[config.mk]
export PLATFORM = sky130hd
export DESIGN_NAME = demux_1to2_buf
export DESIGN_NICKNAME = d
export VERILOG_FILES = /design/src/rtl/demux_1to2_buf.sv
export SDC_FILE = /design/constraint.sdc
export NUM_CORES = 1
export LEC_CHECK = 0
export ABC_AREA = 1
export CORE_ASPECT_RATIO = 1.25
export CORE_MARGIN = 5
export CORE_UTILIZATION = 50
export DETAILED_ROUTE_END_ITERATION = 10
export GPL_ROUTABILITY_DRIVEN = 1
export PLACE_DENSITY_LB_ADDON = 0.12
export SLEW_MARGIN = 20
export SYNTH_ARGS = -nofsm -noshare
export SYNTH_HDL_FRONTEND = slang
export SYNTH_SLANG_ARGS = --single-unit
[constraint.sdc]
create_clock -name clock -period 2 [get_ports clock]
set_input_delay 0.4 -clock clock [delete_from_list [all_inputs] [get_ports clock]]
set_output_delay 0.4 -clock clock [all_outputs]
set_load 0.005 [all_outputs]
[src/rtl/demux_1to2_buf.sv]
// Routes one word stream into two independently buffered output channels.
// Optional statistics ports (push counters, drop flag) are enabled by DEMUX_STATS_EN.
module demux_1to2_buf #(
   parameter int WIDTH  = 8,
   parameter int DEPTH  = 2,
   parameter int ADDR_W = 1
) (
   input  logic             clock,
   input  logic             reset,
   input  logic [WIDTH-1:0] In,
   input  logic             Signal,
   input  logic             in_valid,
   output logic             in_ready,
   output logic [WIDTH-1:0] out1,
   output logic             out1_valid,
   input  logic             out1_ready,
   output logic [WIDTH-1:0] out2,
   output logic             out2_valid,
   input  logic             out2_ready
`ifdef DEMUX_STATS_EN
   ,
   output logic [7:0]       cnt1,
   output logic [7:0]       cnt2,
   output logic             drop
`endif
);

   localparam logic [ADDR_W:0]   FULL_CNT = (ADDR_W + 1)'(DEPTH);
   localparam logic [ADDR_W:0]   CNT_ONE  = (ADDR_W + 1)'(1);
   localparam logic [ADDR_W-1:0] PTR_ONE  = ADDR_W'(1);

   logic [WIDTH-1:0]  r_mem1 [DEPTH];
   logic [WIDTH-1:0]  r_mem2 [DEPTH];
   logic [ADDR_W-1:0] r_rd1;
   logic [ADDR_W-1:0] r_wr1;
   logic [ADDR_W-1:0] r_rd2;
   logic [ADDR_W-1:0] r_wr2;
   logic [ADDR_W:0]   r_cnt1;
   logic [ADDR_W:0]   r_cnt2;

   logic w_full1;
   logic w_full2;
   logic w_empty1;
   logic w_empty2;
   logic w_push1;
   logic w_push2;
   logic w_pop1;
   logic w_pop2;

   assign w_full1  = (r_cnt1 == FULL_CNT);
   assign w_full2  = (r_cnt2 == FULL_CNT);
   assign w_empty1 = (r_cnt1 == '0);
   assign w_empty2 = (r_cnt2 == '0);

   // Readiness looks only at registered occupancy, so a full channel stalls even if it pops now.
   assign in_ready = Signal ? !w_full2 : !w_full1;

   assign w_push1 = in_valid & in_ready & !Signal;
   assign w_push2 = in_valid & in_ready & Signal;
   assign w_pop1  = !w_empty1 & out1_ready;
   assign w_pop2  = !w_empty2 & out2_ready;

   assign out1_valid = !w_empty1;
   assign out2_valid = !w_empty2;
   assign out1       = w_empty1 ? '0 : r_mem1[r_rd1];
   assign out2       = w_empty2 ? '0 : r_mem2[r_rd2];

   // Storage is left unreset; the zeroed counts make stale contents unreachable.
   always_ff @(posedge clock) begin
      if (w_push1 && !reset) begin
         r_mem1[r_wr1] <= In;
      end
      if (w_push2 && !reset) begin
         r_mem2[r_wr2] <= In;
      end
   end

   always_ff @(posedge clock) begin
      if (reset) begin
         r_rd1  <= '0;
         r_wr1  <= '0;
         r_cnt1 <= '0;
         r_rd2  <= '0;
         r_wr2  <= '0;
         r_cnt2 <= '0;
      end else begin
         if (w_push1) begin
            r_wr1 <= r_wr1 + PTR_ONE;
         end
         if (w_pop1) begin
            r_rd1 <= r_rd1 + PTR_ONE;
         end
         case ({w_push1, w_pop1})
            2'b10:   r_cnt1 <= r_cnt1 + CNT_ONE;
            2'b01:   r_cnt1 <= r_cnt1 - CNT_ONE;
            default: r_cnt1 <= r_cnt1;
         endcase

         if (w_push2) begin
            r_wr2 <= r_wr2 + PTR_ONE;
         end
         if (w_pop2) begin
            r_rd2 <= r_rd2 + PTR_ONE;
         end
         case ({w_push2, w_pop2})
            2'b10:   r_cnt2 <= r_cnt2 + CNT_ONE;
            2'b01:   r_cnt2 <= r_cnt2 - CNT_ONE;
            default: r_cnt2 <= r_cnt2;
         endcase
      end
   end

`ifdef DEMUX_STATS_EN
   logic [7:0] r_pushCnt1;
   logic [7:0] r_pushCnt2;
   logic       r_drop;

   // Counters wrap naturally at 8 bits; drop flags a refused word for one cycle.
   always_ff @(posedge clock) begin
      if (reset) begin
         r_pushCnt1 <= '0;
         r_pushCnt2 <= '0;
         r_drop     <= 1'b0;
      end else begin
         if (w_push1) begin
            r_pushCnt1 <= r_pushCnt1 + 8'd1;
         end
         if (w_push2) begin
            r_pushCnt2 <= r_pushCnt2 + 8'd1;
         end
         r_drop <= in_valid & !in_ready;
      end
   end

   assign cnt1 = r_pushCnt1;
   assign cnt2 = r_pushCnt2;
   assign drop = r_drop;
`endif

endmodule

==> summary by stage, run 1 <==
Outcome
The flow ran to the end, and the final reports show no timing, DRC or antenna violations.

Timing
The transition time at the pin with the least slew margin is between 0.2 and 0.3 ns. The peak clock frequency supported by timing is 526 MHz. Setup repair after global routing left no endpoint under its margin. The final clock period utilization by the worst path is a little over nine tenths. The total count of hold-check failures in the final report was 0. The final worst clock skew is approximately 0.0043 ns. The final max-slew violation count is 0. The number of setup violations in the final report is 0.

The final worst slack is 0.0994 ns. The clock period minus worst slack is 1.90 ns. The worst pin sits at a relative slew slack of 80.9%.

Floorplanning
The die is 75.7 microns tall. Once the floorplan was initialized, standard cells occupied 52.6% of the core. The area of the die is 4730 sq um.

In this run the standard cell core region covers 3280 sq um. After floorplanning, the core was divided into 23 placement rows. The number of ports placed on the die boundary is 33. The die is about 63 microns wide.

Finish
Summing all multi-input logic gate instances after layout gives around 480 sq um. Of the cells placed in the final design, the portion with a size suffix greater than 1 is 13.1%. The finished cells cover approximately 2200 sq um. The sequential cell area is 1170 sq um. The net total in the final layout is 221. The final antenna diode count is 0. After filler insertion, the fill cell instance count of the layout stands at 252. Relative to the synthesized area, the layout overhead comes to 28.3%.

Placement
Before CTS, the worst setup slack after placement is -0.00204 ns. The total placed instance area is 2120 sq um. The half-perimeter wire length of the detailed placement result is between 2 and 2.5 mm. Routability-driven placement finished with a final weighted congestion of 0.767. The number of I/O port buffers is 32.

Yosys
The count of flip-flops with a built-in enable after synthesis is 32. Averaged over all synthesized cells, the footprint is approximately 11 sq um. The share of the Yosys chip area taken by registers is 67.3%. In the synthesized netlist the async set-or-reset flop fraction comes to 0%. Counting instances in the post-synthesis netlist gives the leading cell types as nand2_1, edfxtp_1, a21oi_1, inv_1, nor2_1. By area the synthesized netlist is led by edfxtp_1, dfxtp_1, nand2_1. nand2_1 is the most common cell in the netlist.

The total of warnings raised by yosys is 0. In this run, distinct cell masters in the synthesized netlist total 19. In this run the biggest area consumer among cell types represents 55.7% of the synthesized area. In this run the cell area of the synthesized design comes to 1730 sq um.

The post-synthesis sequential element count is 42. The number of nets handed over by synthesis was 179. The gate count of the mapped netlist is 163.

The cell type with the highest aggregate area in the netlist is edfxtp_1. For this run, the leading register cell type out of synthesis is edfxtp_1.

Clock tree
The buffer cell driving the clock tree root is clkbuf_8. Clock-pin slew was measured on the worst setup and hold paths at approximately 0.070 ns. The insertion delay to the later sink of the worst-skew pair is 0.28 ns. TritonCTS created 5 clock buffers. The number of H-tree levels is 2. The post-CTS setup buffer count is 0.

TritonCTS built the clock tree. The clock sink count is 42. The longest clock path from root to sink contains 2 buffers.

Pwr
The power per cell area is between 900 and 1000 nW/um^2. The worst vdd rail ir drop is between 0.6 and 0.7 mV. Summed over all cells, the static leakage comes to 0.855 nW.

Drt
Dividing the detail-routed via count by the number of cells gives 4.98. The number of nets with antenna violations after detailed routing is 0. The via total after detailed routing is 1209. The detail-routed net length per standard cell is 13.6 microns. The number of design-rule violations left by the first detailed-router iteration is 59.

The number of design rule violations left after detail routing is 0. Before antenna repair, the detailed router went through 4 iterations. The routed wire length is 3.30 mm.

Min path
The path class of the lowest-slack min-delay path is reg2reg.

Critical path
The worst path required time is 1.60 ns. The largest stage delay on the critical path is 0.54 ns. The type of element capturing the critical path is an output port. The critical path goes through inv_4 -> nand2_1 -> a21oi_1 -> clkdlybuf4s50_1. The capture instance of the worst register-to-register path is r_cnt1[1]$_SDFFE_PP0P_. The worst reg2reg path startpoint is r_cnt1[1]$_SDFFE_PP0P_. The kind of start point of the critical path is a flop. The arrival time of the worst setup path is 1.50 ns. The worst reg2reg path depth is 7. The worst-path cell with the longest stage delay is clkdlybuf4s50_1. The end point of the critical path is out1[1]. Along the worst path, the maximum fanout reaches 9.

The critical path class is reg2out. Across all register-to-register paths, the minimum setup slack is 0.51 ns.

Global routing
After global routing the overflow that remains totals 0. The first global-routing pass estimated 5.42 mm of wire. The number of antenna violations at the first check in global routing is 0. The pin count of the biggest net entering global routing is 13. The number of global-route vias before repair was 1198. The combined global-route utilization of all metal layers is 14.7%.

Flow run
The max capacitance violation total is 0.
-- cells in the final DEF, fill, tap and decap left out, types with 5 or more instances in the layout --
cell,instances
edfxtp_1,32
clkbuf_8,5
inv_1,16
dfxtp_1,6
buf_4,6
nand2_1,45
clkdlybuf4s50_1,30
a21oi_1,17
nor2_1,14
-- worst max-delay path, delay by kind of cell, from the launching register on --
kind	cells	cell delay, ns
AO/OA/AOI/OAI	1	0.14
AND/OR/NAND/NOR	1	0.06
flip-flops	1	0.38
buffers and inverters	2	0.64
-- metal layers --
layer / vias up / wire (microns) / global-route usage (%)
met5: - / 0 / 0
li1: 627 / - / -
met3: 5 / 163 / 4.42
met1: 549 / 1280 / 15.3
met2: 28 / 1830 / 28.9
met4: 0 / 27 / 4.25
-- cells by family after synthesis --
group	after synthesis	synth area share (%)
and+or+nand+nor	69	16.8
DFF	42	67.3
AOI/OAI and AO/OA	28	9.14
buffers and inverters	22	5.37
adders and majority gates	2	1.45
-- stage by stage --
| stage | std cells | hold slack (ns) | util, % | TNS [ns] | total power [mW] |
|---|---|---|---|---|---|
| global route | 243 | 0.558 | 67.5 | 0 | 2.12 |
| floorplan | 163 | 0.467 | - | 0 | 1.28 |
| finish | 243 | 0.512 | 67.5 | 0 | 2.00 |
| global placement | 235 | 0.483 | 64.5 | 0 | 1.49 |
| CTS | 243 | 0.512 | 67.0 | 0 | 2.01 |
| detailed placement | 235 | 0.497 | 64.5 | -0.00204 | 1.52 |
-- flip-flops by register name, summed over array words and instances, names as in the netlist, named ones only --
| register | cells |
|---|---|
| r_cnt1 | 2 |
| r_cnt2 | 2 |
| r_mem1 | 16 |
| r_mem2 | 16 |
| r_rd1 | 1 |
| r_rd2 | 1 |
| r_wr1 | 1 |
| r_wr2 | 1 |
-- cell type report --
class / instances / share of cell area (%)
inverters: 19 / 3.45
multi-input cells: 99 / 21.5
repair buffers: 38 / 16.6
well taps: 37 / 2.09
flip-flops and latches: 42 / 52.8
clock buffers: 8 / 3.62
-- worst min path at each step --
stage | cells after the start | slack, ns | startpoint | endpoint
6_report | 2 | 0.51 | r_rd1$_SDFFE_PP0P_ | flop
5_1_grt | 1 | 0.56 | r_cnt2[0]$_SDFFE_PP0P_ | r_cnt2[0]$_SDFFE_PP0P_
4_1_cts | 2 | 0.51 | r_rd1$_SDFFE_PP0P_ | flop
3_5_place_dp | 2 | 0.50 | r_rd1$_SDFFE_PP0P_ | flop
3_3_place_gp | 2 | 0.48 | r_rd1$_SDFFE_PP0P_ | r_rd1$_SDFFE_PP0P_
2_1_floorplan | 2 | 0.47 | r_rd1$_SDFFE_PP0P_ | flop
-- power breakdown --
group	leakage, nW	switching (mW)	total, mW	internal (mW)
registers	0.374	0.0537	1.05	0.992
clock network	0.0395	0.247	0.495	0.248
logic	0.441	0.226	0.455	0.229
total	0.855	0.527	2.00	1.47
-- what timing repair did --
item / in CTS / in global routing
endpoints found under the hold margin: 0 / 0
resized for setup: 6 / 6
hold buffers: 0 / 0
setup endpoints to repair: 17 / 12
Note: power is estimated with default switching activity, not from simulation.
==> run 2, diff against run 1 <==
--- a/config.mk
+++ b/config.mk
@@ -11,6 +11,7 @@
 export CORE_UTILIZATION = 50
 export DETAILED_ROUTE_END_ITERATION = 10
 export GPL_ROUTABILITY_DRIVEN = 1
+export GPL_TIMING_DRIVEN = 1
 export PLACE_DENSITY_LB_ADDON = 0.12
 export SLEW_MARGIN = 20
 export SYNTH_ARGS = -nofsm -noshare
==> results of run 2 <==
Final layout, timing and power as in run 1 (identical DEF).
